`config.mk`:
```
export PLATFORM = sky130hd
export DESIGN_NAME = bf_exec_ctrl_flat
export DESIGN_NICKNAME = d
export VERILOG_FILES = /design/src/rtl/bf_exec_ctrl_pkg.sv /design/src/rtl/bf_exec_ctrl_if.sv /design/src/rtl/bf_exec_ctrl_loop_stack.sv /design/src/rtl/bf_exec_ctrl.sv /design/src/flat_wrapper.sv
export SDC_FILE = /design/constraint.sdc
export NUM_CORES = 1
export LEC_CHECK = 0
export BUFFER_PORTS_ARGS = -buffer_cell sky130_fd_sc_hd__buf_2
export CORE_MARGIN = 2
export CORE_UTILIZATION = 51
export CTS_CLUSTER_DIAMETER = 80
export DETAILED_ROUTE_END_ITERATION = 7
export PLACE_DENSITY = 0.69
export SYNTH_ARGS = -nofsm -noshare
export SYNTH_HDL_FRONTEND = slang
export SYNTH_SLANG_ARGS = --single-unit
export TNS_END_PERCENT = 50
```
`constraint.sdc`:
```
create_clock -name i_clk -period 6.3 [get_ports i_clk]
set_input_delay 1.26 -clock i_clk [delete_from_list [all_inputs] [get_ports i_clk]]
set_output_delay 1.26 -clock i_clk [all_outputs]
set_load 0.05 [all_outputs]
```
`src/rtl/bf_exec_ctrl_pkg.sv`:
```
// Shared constants for the BF execute-stage controller: opcode bit
// positions, FSM state encodings and the one-hot opcode decoder.
package bf_exec_ctrl_pkg;

  localparam int OPCODE_MSB  = 7;

  localparam int OP_RIGHT    = 0;
  localparam int OP_LEFT     = 1;
  localparam int OP_INC      = 2;
  localparam int OP_DEC      = 3;
  localparam int OP_OUT      = 4;
  localparam int OP_IN       = 5;
  localparam int OP_LOOP_BEG = 6;
  localparam int OP_LOOP_END = 7;

  typedef logic [OPCODE_MSB:0] opcode_t;

  localparam opcode_t OP_NONE = 8'h00;

  // Execute FSM encodings (all eight codes are used)
  localparam logic [2:0] ST_EXEC   = 3'd0;
  localparam logic [2:0] ST_FETCH  = 3'd1;
  localparam logic [2:0] ST_LOAD   = 3'd2;
  localparam logic [2:0] ST_OUT    = 3'd3;
  localparam logic [2:0] ST_IN     = 3'd4;
  localparam logic [2:0] ST_SKIP   = 3'd5;
  localparam logic [2:0] ST_BRANCH = 3'd6;
  localparam logic [2:0] ST_HALT   = 3'd7;

  // Decoded operation; all fields zero for NOP or a malformed opcode
  typedef struct packed {
    logic lend;
    logic lbeg;
    logic get;
    logic put;
    logic dec;
    logic inc;
    logic left;
    logic right;
  } op_dec_t;

  // A valid op has exactly one bit set; anything else decodes to no-op
  function automatic op_dec_t decode_op(input opcode_t op);
    op_dec_t d;
    logic    one_hot;
    one_hot = (op != OP_NONE) && ((op & (op - opcode_t'(1))) == OP_NONE);
    d.right = one_hot & op[OP_RIGHT];
    d.left  = one_hot & op[OP_LEFT];
    d.inc   = one_hot & op[OP_INC];
    d.dec   = one_hot & op[OP_DEC];
    d.put   = one_hot & op[OP_OUT];
    d.get   = one_hot & op[OP_IN];
    d.lbeg  = one_hot & op[OP_LOOP_BEG];
    d.lend  = one_hot & op[OP_LOOP_END];
    return d;
  endfunction

endpackage

```
`src/rtl/bf_exec_ctrl_if.sv`:
```
// Bundle of the execute stage's decode, data-memory, I/O and fetch-redirect
// signals. master = the execute controller, slave = its environment.
interface bf_exec_ctrl_if #(
  parameter int DATA_W = 8,
  parameter int ADDR_W = 15,
  parameter int PC_W   = 12
) ();

  // decode -> execute
  logic [7:0]        operation;
  logic [PC_W-1:0]   op_pc;
  logic              drdy_in;
  logic              ack;
  // data memory
  logic [ADDR_W-1:0] dmem_addr;
  logic [DATA_W-1:0] dmem_wdata;
  logic              dmem_we;
  logic [DATA_W-1:0] dmem_rdata;
  // byte output
  logic [DATA_W-1:0] out_data;
  logic              out_valid;
  logic              out_ready;
  // byte input
  logic [DATA_W-1:0] in_data;
  logic              in_valid;
  logic              in_ready;
  // fetch redirect
  logic [PC_W-1:0]   branch_pc;
  logic              branch_valid;
  logic              branch_ack;
  // status
  logic              error;

  modport master (
    input  operation, op_pc, drdy_in, dmem_rdata, out_ready,
           in_data, in_valid, branch_ack,
    output ack, dmem_addr, dmem_wdata, dmem_we, out_data, out_valid,
           in_ready, branch_pc, branch_valid, error
  );

  modport slave (
    output operation, op_pc, drdy_in, dmem_rdata, out_ready,
           in_data, in_valid, branch_ack,
    input  ack, dmem_addr, dmem_wdata, dmem_we, out_data, out_valid,
           in_ready, branch_pc, branch_valid, error
  );

endinterface

```
`src/rtl/bf_exec_ctrl_loop_stack.sv`:
```
// LIFO of loop-start PCs. Push/pop take effect on the next edge; the top
// entry is read combinationally from sp-1. A push while full or a pop while
// empty is ignored here; the controller turns those into a fault.
module bf_loop_stack #(
  parameter int PC_W        = 12,
  parameter int STACK_DEPTH = 16
) (
  input  logic            i_clk,
  input  logic            i_reset,
  input  logic            i_push,
  input  logic            i_pop,
  input  logic [PC_W-1:0] i_din,
  output logic [PC_W-1:0] o_top,
  output logic            o_empty,
  output logic            o_full
);

  localparam int IDX_W = $clog2(STACK_DEPTH);
  localparam logic [IDX_W:0] SP_FULL = (IDX_W+1)'(STACK_DEPTH);

  logic [IDX_W:0]   r_sp;
  logic [PC_W-1:0]  r_mem [STACK_DEPTH];
  logic [IDX_W-1:0] w_top_idx;
  logic             w_do_push;
  logic             w_do_pop;

  assign o_empty   = (r_sp == {(IDX_W+1){1'b0}});
  assign o_full    = (r_sp == SP_FULL);
  assign w_do_push = i_push & ~o_full;
  assign w_do_pop  = i_pop & ~i_push & ~o_empty;
  assign w_top_idx = r_sp[IDX_W-1:0] - IDX_W'(1);
  assign o_top     = r_mem[w_top_idx];

  // stack pointer: push has priority, reset empties the stack
  always_ff @(posedge i_clk) begin
    if (i_reset) begin
      r_sp <= {(IDX_W+1){1'b0}};
    end else if (w_do_push) begin
      r_sp <= r_sp + (IDX_W+1)'(1);
    end else if (w_do_pop) begin
      r_sp <= r_sp - (IDX_W+1)'(1);
    end else begin
      r_sp <= r_sp;
    end
  end

  // entry storage: written at the current sp on push, never cleared
  always_ff @(posedge i_clk) begin
    if (w_do_push) begin
      r_mem[r_sp[IDX_W-1:0]] <= i_din;
    end
  end

endmodule

```
`src/rtl/bf_exec_ctrl.sv`:
```
// Execute stage of the pipelined BF CPU. Owns the data pointer and a cached
// copy of the current cell, sequences memory reload on pointer moves, the
// output/input handshakes, bracket skipping and backward branches to fetch.
module bf_exec_ctrl
  import bf_exec_ctrl_pkg::*;
#(
  parameter int DATA_W      = 8,
  parameter int ADDR_W      = 15,
  parameter int PC_W        = 12,
  parameter int STACK_DEPTH = 16
) (
  input  logic           i_clk,
  input  logic           i_reset,
  bf_exec_ctrl_if.master io_ctrl
);

  // skip depth can never exceed the number of brackets in the program
  localparam int DEPTH_W = PC_W + 1;

  logic [2:0]         r_state;
  logic [ADDR_W-1:0]  r_ptr;
  logic [DATA_W-1:0]  r_cell;
  logic [DEPTH_W-1:0] r_depth;
  logic               r_ack;
  logic               r_out_valid;
  logic [DATA_W-1:0]  r_out_data;
  logic               r_in_ready;
  logic               r_branch_valid;
  logic [PC_W-1:0]    r_branch_pc;
  logic               r_error;

  op_dec_t            w_dec;
  logic               w_accept;
  logic               w_exec_acc;
  logic               w_cell_zero;
  logic               w_push;
  logic               w_pop;
  logic [PC_W-1:0]    w_stk_top;
  logic               w_stk_empty;
  logic               w_stk_full;

  assign w_dec       = decode_op(io_ctrl.operation);
  // ack=0 keeps an op that upstream is still holding from being taken twice
  assign w_accept    = ((r_state == ST_EXEC) || (r_state == ST_SKIP) ||
                        (r_state == ST_BRANCH)) &&
                       io_ctrl.drdy_in && !r_ack;
  assign w_exec_acc  = w_accept && (r_state == ST_EXEC);
  assign w_cell_zero = (r_cell == {DATA_W{1'b0}});
  assign w_push      = w_exec_acc && w_dec.lbeg && !w_cell_zero && !w_stk_full;
  assign w_pop       = w_exec_acc && w_dec.lend && w_cell_zero && !w_stk_empty;

  bf_loop_stack #(
    .PC_W        (PC_W),
    .STACK_DEPTH (STACK_DEPTH)
  ) u_loop_stack (
    .i_clk   (i_clk),
    .i_reset (i_reset),
    .i_push  (w_push),
    .i_pop   (w_pop),
    .i_din   (io_ctrl.op_pc),
    .o_top   (w_stk_top),
    .o_empty (w_stk_empty),
    .o_full  (w_stk_full)
  );

  // the cached cell is written back in the same cycle a move is accepted;
  // the address then follows the updated pointer for the reload read
  assign io_ctrl.dmem_addr    = r_ptr;
  assign io_ctrl.dmem_wdata   = r_cell;
  assign io_ctrl.dmem_we      = w_exec_acc && (w_dec.right || w_dec.left);
  assign io_ctrl.ack          = r_ack;
  assign io_ctrl.out_data     = r_out_data;
  assign io_ctrl.out_valid    = r_out_valid;
  assign io_ctrl.in_ready     = r_in_ready;
  assign io_ctrl.branch_pc    = r_branch_pc;
  assign io_ctrl.branch_valid = r_branch_valid;
  assign io_ctrl.error        = r_error;

  // execute FSM, datapath registers and registered handshake outputs
  always_ff @(posedge i_clk) begin
    if (i_reset) begin
      r_state        <= ST_EXEC;
      r_ptr          <= {ADDR_W{1'b0}};
      r_cell         <= {DATA_W{1'b0}};
      r_depth        <= {DEPTH_W{1'b0}};
      r_ack          <= 1'b0;
      r_out_valid    <= 1'b0;
      r_out_data     <= {DATA_W{1'b0}};
      r_in_ready     <= 1'b0;
      r_branch_valid <= 1'b0;
      r_branch_pc    <= {PC_W{1'b0}};
      r_error        <= 1'b0;
    end else begin
      r_ack <= 1'b0;
      case (r_state)
        ST_EXEC: begin
          if (w_accept) begin
            if (w_dec.inc) begin
              r_cell <= r_cell + DATA_W'(1);
              r_ack  <= 1'b1;
            end else if (w_dec.dec) begin
              r_cell <= r_cell - DATA_W'(1);
              r_ack  <= 1'b1;
            end else if (w_dec.right) begin
              r_ptr   <= r_ptr + ADDR_W'(1);
              r_state <= ST_FETCH;
            end else if (w_dec.left) begin
              r_ptr   <= r_ptr - ADDR_W'(1);
              r_state <= ST_FETCH;
            end else if (w_dec.put) begin
              r_out_valid <= 1'b1;
              r_out_data  <= r_cell;
              r_state     <= ST_OUT;
            end else if (w_dec.get) begin
              r_in_ready <= 1'b1;
              r_state    <= ST_IN;
            end else if (w_dec.lbeg) begin
              if (w_cell_zero) begin
                r_depth <= DEPTH_W'(1);
                r_ack   <= 1'b1;
                r_state <= ST_SKIP;
              end else if (w_stk_full) begin
                r_error <= 1'b1;
                r_state <= ST_HALT;
              end else begin
                r_ack <= 1'b1;
              end
            end else if (w_dec.lend) begin
              if (w_stk_empty) begin
                r_error <= 1'b1;
                r_state <= ST_HALT;
              end else if (w_cell_zero) begin
                r_ack <= 1'b1;
              end else begin
                r_branch_pc    <= w_stk_top + PC_W'(1);
                r_branch_valid <= 1'b1;
                r_ack          <= 1'b1;
                r_state        <= ST_BRANCH;
              end
            end else begin
              r_ack <= 1'b1;
            end
          end
        end
        ST_FETCH: begin
          r_state <= ST_LOAD;
        end
        ST_LOAD: begin
          r_cell  <= io_ctrl.dmem_rdata;
          r_ack   <= 1'b1;
          r_state <= ST_EXEC;
        end
        ST_OUT: begin
          if (io_ctrl.out_ready) begin
            r_out_valid <= 1'b0;
            r_ack       <= 1'b1;
            r_state     <= ST_EXEC;
          end
        end
        ST_IN: begin
          if (io_ctrl.in_valid) begin
            r_cell     <= io_ctrl.in_data;
            r_in_ready <= 1'b0;
            r_ack      <= 1'b1;
            r_state    <= ST_EXEC;
          end
        end
        ST_SKIP: begin
          if (w_accept) begin
            r_ack <= 1'b1;
            if (w_dec.lbeg) begin
              r_depth <= r_depth + DEPTH_W'(1);
            end else if (w_dec.lend) begin
              r_depth <= r_depth - DEPTH_W'(1);
              if (r_depth == DEPTH_W'(1)) begin
                r_state <= ST_EXEC;
              end
            end
          end
        end
        ST_BRANCH: begin
          // ops arriving here are pre-redirect leftovers: ack and drop
          if (w_accept) begin
            r_ack <= 1'b1;
          end
          if (io_ctrl.branch_ack) begin
            r_branch_valid <= 1'b0;
            r_state        <= ST_EXEC;
          end
        end
        ST_HALT: begin
          r_error <= 1'b1;
        end
        default: begin
          r_error <= 1'b1;
          r_state <= ST_HALT;
        end
      endcase
    end
  end

endmodule

```
`src/flat_wrapper.sv`:
```
// flat-port wrapper written by rule: the top's interface ports become plain ports
module bf_exec_ctrl_flat import bf_exec_ctrl_pkg::*;
#(
  parameter int DATA_W      = 8,
  parameter int ADDR_W      = 15,
  parameter int PC_W        = 12,
  parameter int STACK_DEPTH = 16
)
  (i_clk, i_reset, io_ctrl_operation, io_ctrl_op_pc, io_ctrl_drdy_in, io_ctrl_dmem_rdata, io_ctrl_out_ready, io_ctrl_in_data, io_ctrl_in_valid, io_ctrl_branch_ack, io_ctrl_ack, io_ctrl_dmem_addr, io_ctrl_dmem_wdata, io_ctrl_dmem_we, io_ctrl_out_data, io_ctrl_out_valid, io_ctrl_in_ready, io_ctrl_branch_pc, io_ctrl_branch_valid, io_ctrl_error);
  bf_exec_ctrl_if #(.DATA_W(DATA_W), .ADDR_W(ADDR_W), .PC_W(PC_W)) io_ctrl_i ();
  input  logic i_clk;
  input  logic i_reset;
  input wire logic [$bits(io_ctrl_i.operation)-1:0] io_ctrl_operation;
  input wire logic [$bits(io_ctrl_i.op_pc)-1:0] io_ctrl_op_pc;
  input wire logic [$bits(io_ctrl_i.drdy_in)-1:0] io_ctrl_drdy_in;
  input wire logic [$bits(io_ctrl_i.dmem_rdata)-1:0] io_ctrl_dmem_rdata;
  input wire logic [$bits(io_ctrl_i.out_ready)-1:0] io_ctrl_out_ready;
  input wire logic [$bits(io_ctrl_i.in_data)-1:0] io_ctrl_in_data;
  input wire logic [$bits(io_ctrl_i.in_valid)-1:0] io_ctrl_in_valid;
  input wire logic [$bits(io_ctrl_i.branch_ack)-1:0] io_ctrl_branch_ack;
  output wire logic [$bits(io_ctrl_i.ack)-1:0] io_ctrl_ack;
  output wire logic [$bits(io_ctrl_i.dmem_addr)-1:0] io_ctrl_dmem_addr;
  output wire logic [$bits(io_ctrl_i.dmem_wdata)-1:0] io_ctrl_dmem_wdata;
  output wire logic [$bits(io_ctrl_i.dmem_we)-1:0] io_ctrl_dmem_we;
  output wire logic [$bits(io_ctrl_i.out_data)-1:0] io_ctrl_out_data;
  output wire logic [$bits(io_ctrl_i.out_valid)-1:0] io_ctrl_out_valid;
  output wire logic [$bits(io_ctrl_i.in_ready)-1:0] io_ctrl_in_ready;
  output wire logic [$bits(io_ctrl_i.branch_pc)-1:0] io_ctrl_branch_pc;
  output wire logic [$bits(io_ctrl_i.branch_valid)-1:0] io_ctrl_branch_valid;
  output wire logic [$bits(io_ctrl_i.error)-1:0] io_ctrl_error;
  assign io_ctrl_i.operation = io_ctrl_operation;
  assign io_ctrl_i.op_pc = io_ctrl_op_pc;
  assign io_ctrl_i.drdy_in = io_ctrl_drdy_in;
  assign io_ctrl_i.dmem_rdata = io_ctrl_dmem_rdata;
  assign io_ctrl_i.out_ready = io_ctrl_out_ready;
  assign io_ctrl_i.in_data = io_ctrl_in_data;
  assign io_ctrl_i.in_valid = io_ctrl_in_valid;
  assign io_ctrl_i.branch_ack = io_ctrl_branch_ack;
  assign io_ctrl_ack = io_ctrl_i.ack;
  assign io_ctrl_dmem_addr = io_ctrl_i.dmem_addr;
  assign io_ctrl_dmem_wdata = io_ctrl_i.dmem_wdata;
  assign io_ctrl_dmem_we = io_ctrl_i.dmem_we;
  assign io_ctrl_out_data = io_ctrl_i.out_data;
  assign io_ctrl_out_valid = io_ctrl_i.out_valid;
  assign io_ctrl_in_ready = io_ctrl_i.in_ready;
  assign io_ctrl_branch_pc = io_ctrl_i.branch_pc;
  assign io_ctrl_branch_valid = io_ctrl_i.branch_valid;
  assign io_ctrl_error = io_ctrl_i.error;
  bf_exec_ctrl #(.DATA_W(DATA_W), .ADDR_W(ADDR_W), .PC_W(PC_W), .STACK_DEPTH(STACK_DEPTH)) u_core (.i_clk(i_clk), .i_reset(i_reset), .io_ctrl(io_ctrl_i));
endmodule
```
# --- Yosys cells after proc, flatten, opt, wreduce, memory -nomap -nowiden ---
# Memory sizes are Yosys's and may differ from the RTL's.
# Cells that the tools add are included.
classes:
  add_sub_neg: 11
  eq_ne: 40
  n_mux: 104
  n_bitwise: 23
  n_reduce_logical: 43
ops:
  columns: ["operator", "count"]
  rows:
  - ["$mux 13", 12]
  - ["$mux 3", 20]
  - ["$mux 1", 56]
  - ["$reduce_and 12->1", 3]
  - ["$mux 8", 4]
  - ["$mux 15", 2]
  - ["$ne 2x2->1 const B", 14]
  - ["$pmux 13 s2", 1]
  - ["$pmux 8 s3", 1]
  - ["$pmux 3 s7", 1]
  - ["$logic_not 8->1", 2]
  - ["$ne 2x1->1 const B", 8]
  - ["$sub 8x1->8 const B", 2]
  - ["$add 15x1->15 const B", 1]
  - ["$sub 15x1->15 const B", 1]
  - ["$reduce_and 14->1", 1]
  - ["$reduce_bool 2->1", 7]
  - ["$add 13x1->13 const B", 1]
  - ["$eq 13x1->1 const B", 1]
  - ["$reduce_and 13->1", 1]
  - ["$sub 13x1->13 const B", 1]
  - ["$add 12x1->12 const B", 1]
  - ["$eq 3x3->1 const B", 4]
  - ["$and 1x1->1", 11]
  - ["other kinds (32)", 65]
totals:
  ff_bits: 69
  ramBits: 192
  input_bits: 42
  out_inout_bits: 49
  word_cells: 234
  memories: 1
mem_list:
  columns: ["memory", "depth", "width", "read_ports", "rd_clocked_by_memory_dff", "write_ports", "line", "source"]
  rows:
  - ["u_core.u_loop_stack.r_mem", 16, 12, 1, 0, 1, "bf_exec_ctrl_loop_stack.sv:22", "logic [PC_W-1:0] r_mem [STACK_DEPTH];"]

# --- Depth between registers and ports, before layout ---
depth:
  ltp_word: 15
  mapped_depth: 18
  mapped_depth_nobuf: 14

# --- Hierarchy ---
# A second synthesis with hierarchy kept.
unflattened:
  hier_cells: 910
  area_unflattened_um2: 12309.3
by_module_without_submodules:
  columns: ["mod", "n_inst", "cells_per_inst", "area_per_inst_um2"]
  rows:
  - ["bf_loop_stack", 1, 377, 7976.4]
  - ["bf_exec_ctrl", 1, 533, 4332.9]

# --- Worst setup path before layout ---
# Ideal clock, no wire load.
synth_timing:
  path_kind: "input to register"
  startpoint: "input io_ctrl_operation[4]"
  endpoint: "register u_core.r_ptr[14], in the netlist u_core.io_ctrl.dmem_addr[14]"
  setup_time_ns: 0.070
  t_arrival_ns: 4.794
  required_ns: 6.230
  setup_slack_ns: 1.436
  path_stages: 15
  n_path_buf: 1
  path_cell_list: "or4_1 > buf_2 > nor2_2 > a211oi_1 > o311ai_4 > nand3_1 > fa_1 > a211oi_1 > nor2_1 > o211ai_1 > nand3_1 > a41oi_1 > xor2_1 > or3_1 > a21oi_1"
synth_between:
  elab_chain_cells: 7
  elab_cells_between_ends: 14
  classes_between: "add/sub: 1; mux: 1; bitwise: 7; reduce/logical: 5"
synth_lines:
  columns: ["item", "line", "source"]
  rows:
  - ["from (decl)", "flat_wrapper.sv:13", "input wire logic [$bits(io_ctrl_i.operation)-1:0] io_ctrl_operation;"]
  - ["$sub 8x1->8", "bf_exec_ctrl_pkg.sv:46", "one_hot = (op != OP_NONE) && ((op & (op - opcode_t'(1))) == OP_NONE);"]
  - ["$and 8x8->8", "bf_exec_ctrl_pkg.sv:46", null]
  - ["$logic_not 8->1", "bf_exec_ctrl_pkg.sv:46", null]
  - ["$logic_and 1x1->1 (*)", "bf_exec_ctrl_pkg.sv:46", null]
  - ["$and 1x1->1 (on tied branches)", null, null]
  - ["$reduce_bool 2->1 (no source line) or $not 1->1 (tied branches)", null, null]
  - ["$reduce_and 5->1 (no source line)", null, null]
  - ["to (signal assigned)", "bf_exec_ctrl.sv:83", "r_ptr <= {ADDR_W{1'b0}};"]
  - ["to (signal assigned)", "bf_exec_ctrl.sv:105", "r_ptr <= r_ptr + ADDR_W'(1);"]
  - ["to (signal assigned)", "bf_exec_ctrl.sv:108", "r_ptr <= r_ptr - ADDR_W'(1);"]
  - ["to (decl)", "bf_exec_ctrl.sv:21", "logic [ADDR_W-1:0] r_ptr;"]
# Every way passes the cells marked *; elsewhere a longest branch is shown, timed or not.
# A chain may end at the register's enable or synchronous reset.

# --- Worst setup path after layout ---
layout_timing:
  startpoint: "input io_ctrl_operation[4]"
  endpoint: "output io_ctrl_dmem_we"
layout_between:
  elab_chain_cells: 7
  elab_cells_between_ends: 9
  classes_between: "add/sub: 1; bitwise: 3; reduce/logical: 5"
layout_lines:
  columns: ["item", "line", "source"]
  rows:
  - ["$sub 8x1->8", "bf_exec_ctrl_pkg.sv:46", null]
  - ["$and 8x8->8", "bf_exec_ctrl_pkg.sv:46", null]
  - ["$logic_not 8->1", "bf_exec_ctrl_pkg.sv:46", null]
  - ["$logic_and 1x1->1 (*)", "bf_exec_ctrl_pkg.sv:46", null]
  - ["$and 1x1->1 (on tied branches)", "bf_exec_ctrl_pkg.sv:47, bf_exec_ctrl_pkg.sv:48", null]
  - ["$logic_or 1x1->1 (*)", "bf_exec_ctrl.sv:70", "assign io_ctrl.dmem_we = w_exec_acc && (w_dec.right || w_dec.left);"]
  - ["$logic_and 1x1->1 (*)", "bf_exec_ctrl.sv:70", null]
  - ["to (decl)", "flat_wrapper.sv:24", "output wire logic [$bits(io_ctrl_i.dmem_we)-1:0] io_ctrl_dmem_we;"]
# Marked as above.

==> run_results.csv <==
group,metric,value,unit
outcome,outcome,"finished clean",
hold_path,hold_path_class,"flip-flop to flip-flop",
clocking,clk_latency,0.56,ns
routing,num_vias,7952,
final_layout,utilization,59.91,%
hold_path,hold_path_end,"u_core.io_ctrl.dmem_addr[6]",
sta,clock.fmax,185.0,MHz
global_routing,antenna_found_initial,1,
power,ir_worst_vdd,0.0003060,V
synth,seq_area_frac_synth,58.80,%
clocking,cts_tree,"done",
power,leakagePower,4.885,nW
synth,synth_seq_cells,261,
synth,syn_avg_cell_area,13.16,µm²
clocking,clkSinkCount,261,
synth,syn_area,12160,µm²
global_routing,grt_max_degree,58,
floorplan,die_h,158.4,µm
synth,synth_flop_cell,"edfxtp_1",
clocking,htreeDepth,1,
synth,synthDistinctLibCells,70,
power,power.share.sequential,41.9,%
setup_path,r2r_cells,10,
floorplan,chipWidth,158.4,µm
routing,drc,0,
place,place_ws,0.6407,ns
setup_path,r2r_slack,2.50,ns
synth,async_flop_share,0,%
synth,post-synth-top-area-cell,"edfxtp_1",
setup_path,regToRegEndpoint,"u_core.io_ctrl.branch_pc[10]",
clocking,cts_root_buf,"clkbuf_16",
power,pwr-share-clk,38.4,%
routing,drtPass1Iterations,5,
sta,tightest_slew,1.019,ns
place,gp_congestion,0.8539,
power,power_density,334.6,nW/µm²
synth,netlist.area_leader.share,47.43,%
final_layout,fillCellCount,1869,
final_layout,layout_common_cells,"192 x edfxtp_1, 90 x buf_2, 86 x nor2_1",
setup_path,rr_startpoint,"u_core.u_loop_stack.r_sp[1]",
floorplan,core_area,23400,µm²
global_routing,grt_pass1_vias,7475,
hold_path,min_path_cells,2,
power,p_comb_share,19.7,%
floorplan,num_rows,56,
final_layout,layout_commonest_cell,"edfxtp_1",
setup_path,path_class,"input port to primary output",
floorplan,ios,91,
clocking,numCtsBuffers,28,
global_routing,grt_pass1_wl,41860,µm
hold_path,worstHoldStart,"u_core.io_ctrl.dmem_addr[6]",
sta,fin_worst_skew,0.02247,ns
floorplan,start_util,51.94,%
routing,drtIter0Drc,625,
sta,rsz0062_at_grt,"false",
synth,synth-edff-count,192,
sta,setup_viol,0,
final_layout,drive_above_1_share,23.36,%
sta,tns,0,ns
final_layout,synthToLayoutAreaGrowth,15.34,%
sta,min_period_over_period,85.80,%
routing,vias_per_cell,5.864,
clocking,hold_buffers,0,
sta,drv_slew,0,
place,port_buffers,90,
clocking,clk_pin_slew,0.06,ns
power,switchingPower,1.367,mW
global_routing,grt_usage,21.95,%
power,p_sw_share,29.15,%
global_routing,overflow,0,
setup_path,crit_fanout,16,
routing,wl_per_cell,20.03,µm
job,max_cap_viol_count,0,
setup_path,startpoint_type,"input port",
setup_path,arrival,4.15,ns
place,hpwl,17000,µm
sta,relSlewSlack,31.62,%
sta,setup_ws,0.8947,ns
clocking,ctsResizeCount,0,
final_layout,seqCellArea,7151,µm²
clocking,clock_path_buffers,3,
final_layout,fin_nets,1091,
routing,ant_nets,0,
synth,synthCells,924,
routing,drt-total-wl,27160,µm
floorplan,die-area,25090,µm²
sta,min_period,5.405,ns
sta,final_hold_viol_count,0,
final_layout,multi_input_area,4775,µm²
setup_path,crit_path_end_kind,"primary output",
setup_path,cp.required,5.04,ns
power,intPower,3.324,mW
clocking,post_cts_buffers,0,
synth,synth.area.top_cells,"edfxtp_1 47%, dfxtp_1 11%, mux4_2 9.8%",
synth,yosys_warnings,0,
synth,synth_nets,1000,
==> power by group through the flow <==
stage / clock (mW) / combinational, mW / sequential (mW)
floorplan: 0 / 0.578 / 2.12
global placement: 0 / 0.903 / 2.00
detailed placement: 0 / 0.916 / 2.00
CTS: 1.83 / 0.922 / 1.96
global route: 1.90 / 1.03 / 1.97
finish: 1.80 / 0.923 / 1.97
==> worst max-delay path by stage <==
| stage | startpoint | to |
|---|---|---|
| 4_1_cts | io_ctrl_operation[4] | io_ctrl_dmem_we |
| 6_report | io_ctrl_operation[4] | io_ctrl_dmem_we |
| 5_1_grt | io_ctrl_operation[4] | io_ctrl_dmem_we |
| 3_5_place_dp | io_ctrl_operation[4] | u_core.io_ctrl.dmem_addr[14] |
| 2_1_floorplan | io_ctrl_operation[4] | u_core.io_ctrl.dmem_addr[14] |
| 3_3_place_gp | io_ctrl_operation[4] | u_core.io_ctrl.dmem_addr[14] |
==> area by class of cell <==
class | count | share of cell area [%]
Clock inverter | 22 | 2.258
Clock buffer | 29 | 5.025
Timing Repair Buffer | 108 | 4.177
Inverter | 23 | 0.6158
Tap cell | 319 | 2.847
Antenna cell | 1 | 0.01785
Sequential cell | 261 | 51.00
Multi-Input combinational cell | 593 | 34.06
==> flip-flops by register name, indices dropped and copies added (netlist names) <==
signal                       cells
u_core.io_ctrl.ack               1
u_core.io_ctrl.branch_pc        12
u_core.io_ctrl.branch_valid      1
u_core.io_ctrl.dmem_addr        15
u_core.io_ctrl.dmem_wdata        8
u_core.io_ctrl.error             1
u_core.io_ctrl.in_ready          1
u_core.io_ctrl.out_data          8
u_core.io_ctrl.out_valid         1
u_core.r_depth                  13
u_core.r_state                   3
u_core.u_loop_stack.r_mem      192
u_core.u_loop_stack.r_sp         5
==> logic make-up after synthesis <==
group | count (synthesis) | synth area share [%]
buf+inv | 70 | 2.460
fa+ha+maj | 35 | 3.767
mux | 74 | 11.57
flops | 261 | 58.80
compound gates | 185 | 10.32
simple gates | 264 | 10.56
xor+xnor | 35 | 2.522
==> worst max-delay path, cell delays in order <==
cell and delay [ns]:
buf_2 0.12, or4_1 0.66, nor2_2 0.13, a211oi_1 0.08, o311ai_4 0.39, nand3_2 0.18, or3_1 0.65, inv_2 0.34
buf_2 0.32
==> through the flow <==
stage / power (mW) / area (µm²) / hold slack (ns) / cells
after floorplan: 2.703 / 12160 / 0.4395 / 924
after global placement: 2.906 / 13000 / 0.4578 / 1304
after detailed placement: 2.918 / 13000 / 0.4592 / 1304
after CTS: 4.720 / 14020 / 0.4763 / 1355
after global routing: 4.899 / 14020 / 0.4833 / 1355
final: 4.691 / 14020 / 0.4764 / 1356
==> synthesized netlist by cell type, types with 11 or more instances <==
library cell  instances
edfxtp_1            192
nor2_1               94
dfxtp_1              69
a21oi_1              57
mux4_2               53
nand2_1              53
ha_1                 31
clkbuf_1             29
xnor2_1              28
o21ai_0              25
nor3_1               24
inv_1                22
a211oi_1             19
mux2i_1              19
nand3_1              13
a31oi_1              11
or3_1                11
==> routing by layer <==
metal | GRT usage, % | share of wire (%) | wire (µm) | vias up
li1 | - | - | - | 3769
met1 | 31.25 | 45 | 12170 | 3896
met2 | 35.16 | 46 | 12560 | 252
met3 | 4.137 | 7.1 | 1927 | 35
met4 | 5.534 | 1.9 | 503 | 0
met5 | 0 | 0 | 0 | -
Note: power is estimated with default switching activity, not from simulation.
